--- config.mk ---
export PLATFORM = sky130hd
export DESIGN_NAME = dmem_arbiter_flat
export DESIGN_NICKNAME = d
export VERILOG_FILES = /design/src/rtl/dmem_arb_pkg.sv /design/src/rtl/dmem_arbiter_if.sv /design/src/rtl/dmem_arb_pick.sv /design/src/rtl/dmem_arbiter.sv /design/src/flat_wrapper.sv
export SDC_FILE = /design/constraint.sdc
export NUM_CORES = 1
export LEC_CHECK = 0
export ABC_AREA = 1
export CORE_MARGIN = 3
export CORE_UTILIZATION = 38
export DETAILED_ROUTE_END_ITERATION = 8
export HOLD_SLACK_MARGIN = 0.1
export PLACE_DENSITY_LB_ADDON = 0.08
export SYNTH_ARGS = -nofsm -noshare
export SYNTH_HDL_FRONTEND = slang
export SYNTH_SLANG_ARGS = --single-unit
--- constraint.sdc ---
create_clock -name clk -period 1.78 [get_ports clk]
set_clock_uncertainty 0.1 [all_clocks]
set_input_delay 0.178 -clock clk [delete_from_list [all_inputs] [get_ports clk]]
set_output_delay 0.178 -clock clk [all_outputs]
set_load 0.01 [all_outputs]
--- src/rtl/dmem_arb_pkg.sv ---
// Shared types and defaults for the two-port data-memory arbiter.
// Holds FSM/owner encodings and default widths used across the slice.
package dmem_arb_pkg;

  localparam int ADDR_W_DEF = 32;
  localparam int DATA_W_DEF = 32;
  localparam int DEPTH_DEF  = 256;
  localparam int SMAX_DEF   = 4;
  localparam int CNT_W      = 4;

  typedef enum logic [1:0] {
    IDLE   = 2'd0,
    ACCESS = 2'd1,
    RESP   = 2'd2
  } state_e;

  typedef enum logic {
    OWN_A = 1'b0,
    OWN_B = 1'b1
  } owner_e;

endpackage

--- src/rtl/dmem_arbiter_if.sv ---
// Requester-side bus of the data-memory arbiter (one per port).
// master = load/store unit or loader; slave = arbiter.
interface dmem_arbiter_if
  import dmem_arb_pkg::*;
#(
  parameter int ADDR_W = ADDR_W_DEF,
  parameter int DATA_W = DATA_W_DEF
);

  logic              req;
  logic              we;
  logic [ADDR_W-1:0] addr;
  logic [DATA_W-1:0] wdata;
  logic              gnt;
  logic              rvalid;
  logic [DATA_W-1:0] rdata;
  logic              err;

  modport master (
    output req, we, addr, wdata,
    input  gnt, rvalid, rdata, err
  );

  modport slave (
    input  req, we, addr, wdata,
    output gnt, rvalid, rdata, err
  );

endinterface

--- src/rtl/dmem_arb_pick.sv ---
// Winner select for the arbiter: fixed priority to A, with B forced
// through once A has won STARVE_MAX times in a row while B waited.
module dmem_arb_pick
  import dmem_arb_pkg::*;
#(
  parameter int STARVE_MAX = SMAX_DEF
) (
  input  logic             a_req_i,
  input  logic             b_req_i,
  input  logic [CNT_W-1:0] cnt_i,
  output logic             any_o,
  output owner_e           owner_o,
  output logic [CNT_W-1:0] cnt_o
);

  localparam logic [CNT_W-1:0] MAX = CNT_W'(STARVE_MAX);

  logic at_max;

  assign at_max = (cnt_i == MAX);

  always_comb begin
    any_o   = a_req_i | b_req_i;
    owner_o = OWN_A;
    cnt_o   = cnt_i;
    unique case (1'b1)
      (b_req_i && (!a_req_i || at_max)): begin
        owner_o = OWN_B;
        cnt_o   = '0;
      end
      (a_req_i && b_req_i && !at_max): begin
        cnt_o = cnt_i + 1'b1;
      end
      (a_req_i && !b_req_i): begin
        cnt_o = '0;
      end
      default: ;
    endcase
  end

endmodule

--- src/rtl/dmem_arbiter.sv ---
// Serialises ports A and B onto the single-port data memory.
// DMEM_ARB_ADDR_CHECK_EN enables the out-of-range address error path.
module dmem_arbiter
  import dmem_arb_pkg::*;
#(
  parameter int ADDR_W     = ADDR_W_DEF,
  parameter int DATA_W     = DATA_W_DEF,
  parameter int DEPTH      = DEPTH_DEF,
  parameter int STARVE_MAX = SMAX_DEF
) (
  input  logic              clk,
  input  logic              reset,
  dmem_arbiter_if.slave     a,
  dmem_arbiter_if.slave     b,
  output logic [ADDR_W-1:0] mem_addr,
  output logic [DATA_W-1:0] mem_wdata,
  output logic              mem_write,
  output logic              mem_read,
  input  logic [DATA_W-1:0] mem_rdata,
  output logic              busy
);

  state_e            state_q, state_d;
  owner_e            owner_q, owner_d;
  logic              we_q, we_d;
  logic [ADDR_W-1:0] addr_q, addr_d;
  logic [DATA_W-1:0] wdata_q, wdata_d;
  logic              err_q, err_d;
  logic [CNT_W-1:0]  cnt_q, cnt_d;

  logic              pick_any;
  owner_e            pick_own;
  logic [CNT_W-1:0]  pick_cnt;
  logic              sel_we;
  logic [ADDR_W-1:0] sel_addr;
  logic [DATA_W-1:0] sel_wdata;
  logic              sel_bad;

  dmem_arb_pick #(
    .STARVE_MAX (STARVE_MAX)
  ) u_pick (
    .a_req_i (a.req),
    .b_req_i (b.req),
    .cnt_i   (cnt_q),
    .any_o   (pick_any),
    .owner_o (pick_own),
    .cnt_o   (pick_cnt)
  );

  always_comb begin
    sel_we    = a.we;
    sel_addr  = a.addr;
    sel_wdata = a.wdata;
    if (pick_own == OWN_B) begin
      sel_we    = b.we;
      sel_addr  = b.addr;
      sel_wdata = b.wdata;
    end
  end

`ifdef DMEM_ARB_ADDR_CHECK_EN
  assign sel_bad = (sel_addr >= ADDR_W'(DEPTH));
`else
  assign sel_bad = 1'b0;
`endif

  always_ff @(posedge clk) begin
    if (!reset) begin
      state_q <= IDLE;
      owner_q <= OWN_A;
      we_q    <= 1'b0;
      addr_q  <= '0;
      wdata_q <= '0;
      err_q   <= 1'b0;
      cnt_q   <= '0;
    end else begin
      state_q <= state_d;
      owner_q <= owner_d;
      we_q    <= we_d;
      addr_q  <= addr_d;
      wdata_q <= wdata_d;
      err_q   <= err_d;
      cnt_q   <= cnt_d;
    end
  end

  always_comb begin
    state_d = state_q;
    owner_d = owner_q;
    we_d    = we_q;
    addr_d  = addr_q;
    wdata_d = wdata_q;
    err_d   = err_q;
    cnt_d   = cnt_q;
    unique case (state_q)
      IDLE: begin
        if (pick_any) begin
          state_d = ACCESS;
          owner_d = pick_own;
          we_d    = sel_we;
          addr_d  = sel_addr;
          wdata_d = sel_wdata;
          err_d   = sel_bad;
          cnt_d   = pick_cnt;
        end
      end
      ACCESS:  state_d = RESP;
      RESP:    state_d = IDLE;
      default: state_d = IDLE;
    endcase
  end

  logic acc, rsp, own_a, own_b, rd_ok;

  assign acc   = (state_q == ACCESS);
  assign rsp   = (state_q == RESP);
  assign own_a = (owner_q == OWN_A);
  assign own_b = (owner_q == OWN_B);
  assign rd_ok = rsp & ~we_q & ~err_q;

  // Strobes are gated by reset so an access caught mid-flight never lands.
  assign mem_addr  = acc ? addr_q  : '0;
  assign mem_wdata = acc ? wdata_q : '0;
  assign mem_write = reset & acc & we_q  & ~err_q;
  assign mem_read  = reset & acc & ~we_q & ~err_q;
  assign busy      = (state_q != IDLE);

  assign a.gnt    = acc & own_a;
  assign b.gnt    = acc & own_b;
  assign a.rvalid = rsp & own_a;
  assign b.rvalid = rsp & own_b;
  assign a.rdata  = (rd_ok & own_a) ? mem_rdata : '0;
  assign b.rdata  = (rd_ok & own_b) ? mem_rdata : '0;

`ifdef DMEM_ARB_ADDR_CHECK_EN
  assign a.err = rsp & own_a & err_q;
  assign b.err = rsp & own_b & err_q;
`else
  assign a.err = 1'b0;
  assign b.err = 1'b0;
`endif

endmodule

--- src/flat_wrapper.sv ---
// flat-port wrapper written by rule: the top's interface ports become plain ports
module dmem_arbiter_flat import dmem_arb_pkg::*;
#(
  parameter int ADDR_W     = ADDR_W_DEF,
  parameter int DATA_W     = DATA_W_DEF,
  parameter int DEPTH      = DEPTH_DEF,
  parameter int STARVE_MAX = SMAX_DEF
)
  (clk, reset, mem_addr, mem_wdata, mem_write, mem_read, mem_rdata, busy, a_req, a_we, a_addr, a_wdata, a_gnt, a_rvalid, a_rdata, a_err, b_req, b_we, b_addr, b_wdata, b_gnt, b_rvalid, b_rdata, b_err);
  dmem_arbiter_if #(.ADDR_W(ADDR_W), .DATA_W(DATA_W)) a_i ();
  dmem_arbiter_if #(.ADDR_W(ADDR_W), .DATA_W(DATA_W)) b_i ();
  input  logic clk;
  input  logic reset;
  output logic [ADDR_W-1:0] mem_addr;
  output logic [DATA_W-1:0] mem_wdata;
  output logic mem_write;
  output logic mem_read;
  input  logic [DATA_W-1:0] mem_rdata;
  output logic busy;
  input wire logic [$bits(a_i.req)-1:0] a_req;
  input wire logic [$bits(a_i.we)-1:0] a_we;
  input wire logic [$bits(a_i.addr)-1:0] a_addr;
  input wire logic [$bits(a_i.wdata)-1:0] a_wdata;
  output wire logic [$bits(a_i.gnt)-1:0] a_gnt;
  output wire logic [$bits(a_i.rvalid)-1:0] a_rvalid;
  output wire logic [$bits(a_i.rdata)-1:0] a_rdata;
  output wire logic [$bits(a_i.err)-1:0] a_err;
  input wire logic [$bits(b_i.req)-1:0] b_req;
  input wire logic [$bits(b_i.we)-1:0] b_we;
  input wire logic [$bits(b_i.addr)-1:0] b_addr;
  input wire logic [$bits(b_i.wdata)-1:0] b_wdata;
  output wire logic [$bits(b_i.gnt)-1:0] b_gnt;
  output wire logic [$bits(b_i.rvalid)-1:0] b_rvalid;
  output wire logic [$bits(b_i.rdata)-1:0] b_rdata;
  output wire logic [$bits(b_i.err)-1:0] b_err;
  assign a_i.req = a_req;
  assign a_i.we = a_we;
  assign a_i.addr = a_addr;
  assign a_i.wdata = a_wdata;
  assign a_gnt = a_i.gnt;
  assign a_rvalid = a_i.rvalid;
  assign a_rdata = a_i.rdata;
  assign a_err = a_i.err;
  assign b_i.req = b_req;
  assign b_i.we = b_we;
  assign b_i.addr = b_addr;
  assign b_i.wdata = b_wdata;
  assign b_gnt = b_i.gnt;
  assign b_rvalid = b_i.rvalid;
  assign b_rdata = b_i.rdata;
  assign b_err = b_i.err;
  dmem_arbiter #(.ADDR_W(ADDR_W), .DATA_W(DATA_W), .DEPTH(DEPTH), .STARVE_MAX(STARVE_MAX)) u_core (.clk(clk), .reset(reset), .a(a_i), .b(b_i), .mem_addr(mem_addr), .mem_wdata(mem_wdata), .mem_write(mem_write), .mem_read(mem_read), .mem_rdata(mem_rdata), .busy(busy));
endmodule
==> run summary, run 1 <==
Status = finished, violations left
Failing checks = negative setup slack
CTS sink cnt = 72
Slowest-stage cell, CP = dfxtp_2
Yosys top cell area share = 29.9%
Worst setup margin = -0.0996 ns
Asr flop ratio synth = 0%
I/O pins = 303
Synthesis-stage register bit count = 72
Top_reg_cell synth = dfxtp_1
Least-Margin Pin Slew = 0.609 ns
Detailed Routing Iterations Pass 1 = 5
Synth Cell Area = 0.00482 mm2
Final hold vios = 0
Die Y = 119 um
Max FO, Critical Path = 16
Wirelength per Cell = 14.1 um
Total wire length = 18700 um
Antenna viol nets, final = 0
Share of cells above drive strength 1 = 21.1%
Die width = 119 um
First-pass GRT wire length = 28900 um
Post-synth EDFFs = 0
Power Density = 626 mW/mm2
Via count = 6056
Gate Count Post-Synth = 868
Largest net degree at the start of global routing = 79
LEAKAGE = 4.21 nW
Worst Path Class, Setup = reg2out
Final min period = 1.88 ns
CP Launch Type = flip-flop
Warnings, synthesis = 0
Initial Utilization = 39.5%
HPWL Detailed = 13300 um
Yosys top cell by area = dfxtp_1
CTS tree = done
Final Core Density = 68.8%
CP endpoint kind = output port
Vias in the first global route = 5575
Crit-path cells = inv_2 -> nor2_2 -> inv_2 -> nor2_2 -> nand2_2 -> clkbuf_16 -> nor2_1 -> buf_2
Initial DRC Count = 372
Overall routing resource usage = 25.0%
Buf+Inv Stages, Crit Path = 4
Via-to-Cell Ratio = 4.55
Grt ovf = 0
Worst skew pair latency = 0.32 ns
Number of fill cells = 1162
Initial antenna violation count = 0
Count of nets after finishing = 1327
Core area = 0.0122 mm2
Diodes inserted = 0
Req. time, crit path = 1.50 ns
H-tree levels = 3
Port Buf Inserts = 300
Unique masters post-synth = 20
DRC = 0
Power Total = 5.25 mW
Num rows = 40
Max Freq = 532 MHz
CP arrival = 1.60 ns
CTS clk-pin slew, worst paths = 0.06 ns
Die Area = 0.0141 mm2
Synth Area per Inst = 5.56 um2
Peak supply drop = 0.405 mV
Relative slew slack = 59.4%
RSZ-0062 raised after global routing = yes
Commonest cells in the netlist = nor2_1 (272), inv_1 (172), nand2_1 (73)
Max_cap viols = 0
Fin crit share = 106%
Layout area overhead = 74.1%
HP Class = in2reg
Max Root-Sink Buffers = 2
Sequential-to-total area share from yosys stat = 29.9%
Largest cells by area after synthesis = dfxtp_1 (30%), nor2_1 (21%), inv_1 (13%), a21oi_1 (7.0%), nand3_1 (7.0%)
Root buffer cell = clkbuf_16
Number of CTS-inserted buffers = 9
Placer Congestion = 0.876
Slowest stage delay, CP = 0.33 ns
Top delay family on crit path = buffers and inverters
Top-count cell post-synth = nor2_1
Fin. max-slew vios = 0
Setup violators final = 34
-- flip-flops by register name, summed over array words and instances, names as in the netlist --
signal and count:
u_core.state_q 2, u_core.we_q 1, u_core.cnt_q 4, u_core.wdata_q 32, u_core.own_b 1, u_core.addr_q 32
-- metal layers --
metal | up-vias | routed length [um] | global-route usage [%]
met4 | 0 | 435 | 6.15
met1 | 2611 | 7720 | 30.2
met5 | - | 0 | 0
met3 | 30 | 1620 | 8.13
li1 | 3177 | - | -
met2 | 238 | 8950 | 42.9
-- through the flow --
| step | TNS (ns) | hold slack [ns] | std cells | setup slack (ns) | area, um2 |
|---|---|---|---|---|---|
| final | -1.23 | 0.190 | 1332 | -0.0996 | 8400 |
| after global routing | -4.89 | 0.207 | 1332 | -0.173 | 8400 |
| after CTS | -2.22 | 0.184 | 1329 | -0.168 | 8280 |
| after detailed placement | -3.44 | 0.394 | 1304 | -0.180 | 8110 |
| after global placement | -2.75 | 0.393 | 1304 | -0.175 | 8110 |
| after floorplan | 0 | 0.312 | 869 | 0.322 | 4830 |
-- worst register-to-register path, delay by kind of cell, from the launching register on --
family	cells	cell delay [ns]
buf+inv	2	0.24
fa+ha+maj	1	0.18
compound gates	1	0.23
simple gates	4	0.43
flops	1	0.36
-- area by class of cell --
type,count,area [um2],share of cell area (%)
Timing Repair Buffer,344,3130,37.3
Multi-Input combinational cell,559,2690,32.0
Clock buffer,11,243,2.89
Clock inverter,5,31.3,0.372
Tap cell,168,210,2.50
Inverter,173,649,7.73
Sequential cell,72,1450,17.2
-- cell usage in the layout, fill, tap and decap left out, types with 3 or more instances in the layout --
cell | Yosys | routed
nor2_1 | 272 | 228
inv_1 | 172 | 171
clkdlybuf4s50_1 | 0 | 163
nand2_1 | 73 | 70
dfxtp_1 | 72 | 69
nand3_1 | 67 | 67
a21oi_1 | 67 | 67
o21ai_0 | 61 | 61
clkbuf_2 | 0 | 54
buf_2 | 24 | 48
buf_6 | 2 | 34
nor2_4 | 1 | 30
buf_4 | 13 | 19
nor2_2 | 1 | 16
buf_12 | 0 | 15
clkbuf_16 | 0 | 11
o21ai_1 | 7 | 7
dlygate4sd2_1 | 0 | 4
xor2_1 | 3 | 3
clkinv_2 | 0 | 3
dfxtp_2 | 0 | 3
-- path summary, 6_finish.rpt --
| path | startpoint | to | slack (ns) | cells after the start |
|---|---|---|---|---|
| max | u_core.state_q[1] | b_rdata[20] | -0.1 | 8 |
| min | b_req | u_core.cnt_q[1] | 0.19 | 5 |
| max reg2reg | u_core.cnt_q[0] | u_core.addr_q[1] | 0.18 | 8 |
| min reg2reg | u_core.addr_q[17] | u_core.addr_q[17] | 0.41 | 2 |
-- cell families after synthesis --
group / Yosys count / share of synthesized area (%)
AOI/OAI and AO/OA: 135 / 14.0
xor gates and xnor gates: 3 / 0.545
adders and majority gates: 2 / 0.519
buffers and inverters: 238 / 20.5
DFF: 72 / 29.9
other: 1 / 0.0777
and+or+nand+nor: 417 / 34.5
-- where the power goes --
group	switching [mW]	internal, mW	total (mW)
Combinational	0.867	0.850	1.72
Sequential	0.0856	1.80	1.88
Clock	0.677	0.979	1.66
Total	1.63	3.62	5.25
-- repair_timing --
item,4_1_cts,5_1_grt
gates resized for setup,419,184
hold buffers,1,0
setup buffers,4,4
hold endpoints to repair,2,0
pin swaps,2,5
cloned,4,1
setup endpoints to repair,135,125
(Power assumes the default switching activity.)
==> run 2: changes to the inputs <==
- CTS_BUF_LIST: not set -> sky130_fd_sc_hd__clkbuf_8 sky130_fd_sc_hd__clkbuf_16
- SLEW_MARGIN: not set -> 0
==> run summary, run 2 (synthesized netlist as in run 1, its figures left out) <==
Status = finished, violations left
Failing checks = negative setup slack
Worst Hold Depth = 5 (unchanged)
Layout area overhead = 74.1% (unchanged)
Die Area = 0.0141 mm2 (unchanged)
Setup violators final = 34 (unchanged)
Combinational share of power = 32.7% (about the same)
Fin crit share = 106% (about the same)
Post-DP Area = 0.00811 mm2 (unchanged)
Placer Congestion = 0.876 (unchanged)
Vias in the first global route = 5575 (unchanged)
Largest net degree at the start of global routing = 79 (unchanged)
Sw Share = 31.1% (+0.066 points)
Layout Cell Area excl Fill = 0.00840 mm2 (unchanged)
Fin. max-slew vios = 0 (unchanged)
Peak supply drop = 0.405 mV (about the same)
Top Registers = u_core.addr_q: 32 flops, u_core.wdata_q: 32 flops, u_core.cnt_q: 4 flops
Detailed Routing Iterations Pass 1 = 4 (-1)
Critical R2R Launch = u_core.cnt_q[0]
P_sw = 1.63 mW (+0.15%)
Share of cells above drive strength 1 = 21.1% (unchanged)
Commonest non-fill, non-tap cell in the layout = nor2_1
Worst Path Class, Setup = reg2out
CTS clk-pin slew, worst paths = 0.06 ns (about the same)
Initial antenna violation count = 0 (unchanged)
Power Density = 625 mW/mm2 (about the same)
I/O pins = 303 (unchanged)
Diodes inserted = 0 (unchanged)
Core area = 0.0122 mm2 (unchanged)
HPWL Detailed = 13300 um (unchanged)
CP endpoint kind = output port
Final min period = 1.88 ns (+0.000831 ns)
CTS sink cnt = 72 (unchanged)
Num rows = 40 (unchanged)
Die Y = 119 um (unchanged)
Commonest cells after routing, fill and taps aside = nor2_1 (228), inv_1 (172), clkdlybuf4s50_1 (163)
Dpl cells = 1304 (unchanged)
Initial DRC Count = 375 (+0.81%)
Grt ovf = 0 (unchanged)
Max_cap viols = 0 (unchanged)
Total wire length = 18700 um (about the same)
Crit-path cells = inv_2 -> nor2_2 -> inv_2 -> nor2_2 -> nand2_2 -> clkbuf_16 -> nor2_1 -> buf_2
Sequential Power Share = 35.8% (about the same)
CP arrival = 1.60 ns (about the same)
Top delay family on crit path = buffers and inverters
Setup TNS = -1.21 ns (+0.0203 ns)
First-pass GRT wire length = 28900 um (unchanged)
Final hold vios = 0 (unchanged)
Hold_sp = b_req
Buf+Inv Stages, Crit Path = 4 (unchanged)
H-tree levels = 3 (unchanged)
Initial Utilization = 39.5% (unchanged)
Via-to-Cell Ratio = 4.53 (-0.45%)
Reg2reg end = u_core.addr_q[1]
Least-Margin Pin Slew = 0.608 ns (-0.0000939 ns)
Worst setup margin = -0.100 ns (-0.000831 ns)
Relative slew slack = 59.4% (about the same)
LEAKAGE = 4.21 nW (about the same)
Reg2reg path depth = 8 (unchanged)
CP Launch Type = flip-flop
Final Core Density = 68.8% (unchanged)
Overall routing resource usage = 25.0% (unchanged)
CTS tree = done
Cell Int Power = 3.62 mW (-0.16%)
Die width = 119 um (unchanged)
Worst Hold End = u_core.cnt_q[1]
Via count = 6029 (-0.45%)
Count of nets after finishing = 1327 (unchanged)
HP Class = in2reg
Max Root-Sink Buffers = 2 (unchanged)
Slowest-stage cell, CP = dfxtp_2
Post-route non-filler standard cell count = 1332 (unchanged)
Clk network pwr share = 31.5% (about the same)
RSZ-0062 raised after global routing = yes
Max Freq = 532 MHz (about the same)
Worst skew pair latency = 0.32 ns (about the same)
Port Buf Inserts = 300 (unchanged)
DRC = 0 (unchanged)
Root buffer cell = clkbuf_16
Number of CTS-inserted buffers = 9 (unchanged)
R2r setup slk = 0.18 ns (about the same)
Antenna viol nets, final = 0 (unchanged)
Req. time, crit path = 1.50 ns (about the same)
Wirelength per Cell = 14.1 um (about the same)
Max FO, Critical Path = 16 (unchanged)
Slowest stage delay, CP = 0.33 ns (about the same)
Power Total = 5.25 mW (about the same)
==> run 2: cell count changes in the layout (fill, tap and decap cells not counted) <==
cell	previous run	this run
inv_1	171	172
clkbuf_1	1	0
==> run 2: layout make-up <==
type	instances	area, um2
Multi-Input combinational cell	559	2690
Fill cell	1162	3810
Clock inverter	6	35.0
Timing Repair Buffer	344	3130
Tap cell	168	210
Inverter	173	649
Sequential cell	72	1450
Clock buffer	10	239
==> run 2: power by group through the flow <==
| stage | clock network, mW | registers, mW | logic, mW |
|---|---|---|---|
| after floorplan | 0 | 1.89 | 0.843 |
| after global placement | 0 | 1.90 | 1.65 |
| after detailed placement | 0 | 1.91 | 1.67 |
| after CTS | 1.69 | 1.88 | 1.68 |
| after global routing | 1.76 | 1.90 | 1.91 |
| final | 1.65 | 1.88 | 1.72 |
==> run 2: metal layers <==
metal | part of all wire (%) | global-route usage (%)
met4 | 2.2 | 6.15
met2 | 48 | 42.9
met3 | 8.1 | 8.13
met5 | 0 | 0
met1 | 42 | 30.2
==> run 2: tightest hold or removal path, stage by stage <==
cell	delay [ns]
buf_4	0.14
inv_1	0.07
o21ai_1	0.08
inv_1	0.06
nor2_1	0.04
==> run 2: what timing repair did <==
| action | CTS | global route |
|---|---|---|
| setup endpoints to repair | 135 | 125 |
| pin swaps | 2 | 5 |
| cloned | 4 | 1 |
| setup buffers | 4 | 4 |
| endpoints found under the hold margin | 2 | 0 |
| hold buffers | 1 | 0 |
| resized for setup | 419 | 184 |
==> run 2: worst max-delay path by stage <==
stage	start	endpoint	slack, ns	cells after the start
after CTS	u_core.state_q[1]	a_rdata[14]	-0.17	10
after global placement	u_core.state_q[1]	a_rdata[13]	-0.17	8
after detailed placement	u_core.state_q[1]	a_rdata[0]	-0.18	8
after floorplan	u_core.cnt_q[0]	u_core.addr_q[0]	0.32	10
after global routing	u_core.state_q[1]	b_rdata[20]	-0.17	8
final	u_core.state_q[1]	b_rdata[20]	-0.10	8
==> run 2: stage by stage <==
step / hold WS (ns) / setup WS [ns]
finish: 0.190 / -0.100
global route: 0.207 / -0.173
CTS: 0.184 / -0.168
detailed placement: 0.394 / -0.180
global placement: 0.393 / -0.175
floorplan: 0.312 / 0.322
